### config.mk
export PLATFORM = sky130hd
export DESIGN_NAME = restoring_divider
export DESIGN_NICKNAME = d
export VERILOG_FILES = /design/src/rtl/restoring_divider.sv
export SDC_FILE = /design/constraint.sdc
export NUM_CORES = 1
export LEC_CHECK = 0
export CORE_MARGIN = 4
export CORE_UTILIZATION = 40
export DETAILED_ROUTE_END_ITERATION = 12
export HOLD_SLACK_MARGIN = 0.15
export PLACE_DENSITY_LB_ADDON = 0.2
export SYNTH_ARGS = -nofsm -noshare
export SYNTH_HDL_FRONTEND = slang
export SYNTH_SLANG_ARGS = --single-unit
### constraint.sdc
create_clock -name clk -period 2.2 [get_ports clk]
set_clock_uncertainty 0.05 [all_clocks]
set_input_delay 0.44 -clock clk [delete_from_list [all_inputs] [get_ports clk]]
set_output_delay 0.44 -clock clk [all_outputs]
set_load 0.005 [all_outputs]
### src/rtl/restoring_divider.sv
// Sequential unsigned restoring divider, one quotient bit per clock.
// start/busy/done handshake; divide-by-zero reported in a single cycle.
module restoring_divider #(
  parameter int WIDTH = 4
) (
  input  logic             clk,
  input  logic             rst_n,
  input  logic             start,
  input  logic [WIDTH-1:0] dividend,
  input  logic [WIDTH-1:0] divisor,
  output logic             busy,
  output logic             done,
  output logic [WIDTH-1:0] quotient,
  output logic [WIDTH-1:0] remainder,
  output logic             div_by_zero
);

  localparam int CW = $clog2(WIDTH + 1);

  typedef enum logic [1:0] {
    IDLE,
    CALC,
    DONE
  } state_t;

  state_t           state;
  state_t           state_nx;
  logic [WIDTH:0]   work_r;
  logic [WIDTH-1:0] work_q;
  logic [WIDTH-1:0] work_d;
  logic [CW-1:0]    count;

  logic [2*WIDTH:0] sh;
  logic [WIDTH:0]   r_sh;
  logic [WIDTH-1:0] q_sh;
  logic [WIDTH:0]   t;
  logic [WIDTH:0]   r_nx;
  logic [WIDTH-1:0] q_nx;
  logic             last;
  logic             accept;
  logic             dz;

  always_comb begin
    sh   = {work_r, work_q} << 1;
    r_sh = sh[2*WIDTH:WIDTH];
    q_sh = sh[WIDTH-1:0];
    t    = r_sh - {1'b0, work_d};
    r_nx = r_sh;
    q_nx = q_sh;
    // borrow clear: trial subtraction fits, keep it
    if (!t[WIDTH]) begin
      r_nx = t;
      q_nx = {q_sh[WIDTH-1:1], 1'b1};
    end
  end

  assign last   = (count == CW'(WIDTH - 1));
  assign accept = (state == IDLE) && start;
  assign dz     = (divisor == '0);

  always_ff @(posedge clk or negedge rst_n) begin
    if (!rst_n) state <= IDLE;
    else        state <= state_nx;
  end

  always_comb begin
    state_nx = state;
    busy     = 1'b0;
    done     = 1'b0;
    unique case (state)
      IDLE: begin
        if (start) state_nx = dz ? DONE : CALC;
      end
      CALC: begin
        busy = 1'b1;
        if (last) state_nx = DONE;
      end
      DONE: begin
        done     = 1'b1;
        state_nx = IDLE;
      end
      default: state_nx = IDLE;
    endcase
  end

  always_ff @(posedge clk or negedge rst_n) begin
    if (!rst_n) begin
      work_r      <= '0;
      work_q      <= '0;
      work_d      <= '0;
      count       <= '0;
      quotient    <= '0;
      remainder   <= '0;
      div_by_zero <= 1'b0;
    end else if (accept) begin
      if (dz) begin
        quotient    <= '1;
        remainder   <= dividend;
        div_by_zero <= 1'b1;
      end else begin
        work_q <= dividend;
        work_r <= '0;
        work_d <= divisor;
        count  <= '0;
      end
    end else if (state == CALC) begin
      work_r <= r_nx;
      work_q <= q_nx;
      count  <= count + 1'b1;
      if (last) begin
        quotient    <= q_nx;
        remainder   <= r_nx[WIDTH-1:0];
        div_by_zero <= 1'b0;
      end
    end
  end

endmodule

==> impl_metrics.tcl <==
set metrics [dict create \
    drive_gt1_frac 0.247 \
    first_global_vias 1103 \
    netlist_instances 131 \
    synth_seq_cells 26 \
    crit_type "reg2out" \
    final_antenna_net_count 0 \
    yosys.area.top_type "dfrtp_1" \
    ys_warn_count 0 \
    synthTopCellsByCount "26 x dfrtp_1, 17 x nand2_1, 10 x nor2_1" \
    nets 185 \
    yosysMostFrequentCell "dfrtp_1" \
    p_per_area_nw_per_um2 1680 \
    clk_pin_slew_ns 0.14 \
    seq_area_frac_synth 0.466 \
    slew_headroom 0.737 \
    worstPathArrival_ns 1.62 \
    p_comb_frac 0.625 \
    timing.fmax_ghz 0.474 \
    antenna_found_initial 0 \
    grt_pass1_wl_mm 5.26 \
    fp.dieH_microns 67.1 \
    drtPass1Iterations 4 \
    switchingPower_w 0.00119 \
    cp-start-kind "register" \
    finalPower_w 0.00305 \
    avgViaCountPerCell 5.19 \
    overflow 0 \
    routed_wl_mm 3.05 \
    track_usage 0.156 \
    num_io_pins 22 \
    wl_per_cell_microns 14.4 \
    rsz0062_at_grt "false" \
    gp_congestion 0.837 \
    synth_ff_type "dfrtp_1" \
    worstPathRequired_ns 1.71 \
    dp_hpwl_mm 2.27 \
    synth_edf_count 0 \
    fin_crit_sh 0.959 \
    status "complete, no violations" \
    ir_worst_vdd_v 0.000606 \
    port_buffers 21 \
    post-route-drc-count 0 \
    cts_tree "yes" \
    post_cts_hold_buffer_count 0 \
    start_util 0.416 \
    pwr-share-seq 0.294 \
    clockBufferDepth 2 \
    cts_sinks 26 \
    synth.cell_area_sq_um 1400 \
    holdCritPathClass "in2async" \
    synth_nets 149 \
    cts_inserted_buffers 3 \
    num_vias 1100 \
    grt_max_degree 27 \
    switching_share 0.390 \
    cp-end-kind "output port" \
    p_clk_frac 0.080 \
    min_period_ns 2.11 \
    n_antenna_cell 0 \
    drv_slew 0 \
    placed_area_sq_um 1760 \
    setup_viol 0 \
    dr.first_iter.drc_count 66 \
    area_growth_pct 29.8 \
    hold_viol_final 0 \
    r2r_cells 8 \
    crit_fanout 6 \
    h-tree-depth 1 \
    fin_area_sq_um 1810 \
    fp.dieArea_sq_um 4500 \
    ys_types 41 \
    dieWidth_microns 67.1 \
    clock_latency_ns 0.33 \
    placementRows 21 \
    netlist.area_leader.share 0.466 \
    async_flop_share 1.00 \
    power_leakage_nw 0.781 \
    syn_area_per_cell_sq_um 10.7 \
    core-area_sq_um 3360 \
    drv_cap 0 \
    cts_root_buffer "clkbuf_4" \
    worst_pin_slew_ns 0.393 \
    cellInternalPower_w 0.00186 \
    synth_area_leaders "dfrtp_1 47%, ha_1 5.4%, nand2_1 4.6%" \
]
-- logic make-up (layout without fill, tap and decap cells) --
| logic type | count (synthesis) | after routing | synth area share |
|---|---|---|---|
| AO/OA/AOI/OAI | 35 | 35 | 0.201 |
| XOR/XNOR | 3 | 3 | 0.0242 |
| adder cells (fa/ha/maj) | 7 | 7 | 0.0680 |
| buffers and inverters | 13 | 48 | 0.0501 |
| flip-flops | 26 | 26 | 0.466 |
| multiplexers | 4 | 4 | 0.0304 |
| AND/OR/NAND/NOR | 43 | 43 | 0.161 |
-- worst max-delay path, stage by stage (launching register included) --
cell and delay [ns]:
dfrtp_2 0.44, nand2b_2 0.24, inv_2 0.11, clkdlybuf4s50_1 0.51
-- power by group through the flow --
stage	Sequential, W	Combinational, W	Clock, W
after floorplan	0.000857	0.00117	0
after detailed placement	0.000910	0.00185	0
after CTS	0.000904	0.00188	0.000251
after global routing	0.000933	0.00213	0.000270
after global placement	0.000898	0.00184	0
final	0.000897	0.00191	0.000245
-- routing by layer --
| layer | vias to the layer above | GRT usage | wire length [microns] |
|---|---|---|---|
| li1 | 542 | - | - |
| met1 | 519 | 0.209 | 1430 |
| met2 | 34 | 0.253 | 1430 |
| met3 | 5 | 0.0202 | 135 |
| met4 | 0 | 0.0633 | 51 |
| met5 | - | 0 | 0 |
-- cell usage in the layout, fill, tap and decap left out, types with 2 or more instances in the layout --
master / n
or3_1: 2
o22a_2: 4
a21oi_1: 3
ha_1: 5
nor2_1: 10
nor3_1: 2
mux2_2: 2
a21o_1: 2
buf_12: 2
clkdlybuf4s50_1: 21
inv_1: 7
nand3_1: 2
a41oi_2: 2
buf_4: 13
a22o_1: 4
dfrtp_1: 25
nor3b_1: 2
mux2i_1: 2
nand2_1: 17
o21ai_0: 6
a31oi_1: 5
clkbuf_4: 3
o22ai_1: 2
-- path summary, 6_finish.rpt --
kind                        startpoint     endpoint  slack (ns)
max in group asynchronous        rst_n     state[1]        1.41
min in group clk           quotient[3]  quotient[3]        0.46
max                           state[1]         busy        0.09
min reg2reg                quotient[3]  quotient[3]        0.46
min                              rst_n    work_q[1]        0.42
max reg2reg                  work_q[3]    work_r[2]        0.13
-- repair_timing --
item | 4_1_cts | 5_1_grt
setup endpoints to repair | 5 | 8
pin swaps | 1 | 1
resized for setup | 3 | 3
buffers inserted | 0 | 1
-- per-stage QoR --
step	hold slack, ns	util	setup slack (ns)	cells	TNS (ns)
after detailed placement	0.433	0.522	-0.00700	207	-0.00700
after global placement	0.426	0.522	-0.00379	207	-0.00379
after floorplan	0.0944	-	0.0758	131	0
after CTS	0.426	0.534	0.0227	211	0
final	0.421	0.539	0.0901	212	0
after global routing	0.440	0.539	0.00961	212	0
-- registers in the layout, summed over array words and instances, names as in the netlist --
signal and flops:
work_r 4, state 2, div_by_zero 1, remainder 4, quotient 4, work_d 4, count 3, work_q 4
-- cell type report --
cell class | count | area [sq um]
Fill cell | 320 | 1550
Sequential cell | 26 | 652
Multi-Input combinational cell | 92 | 691
Timing Repair Buffer | 36 | 348
Inverter | 8 | 30.0
Tap cell | 46 | 57.6
Clock buffer | 4 | 36.3
Power figures use the tool's default switching activity.
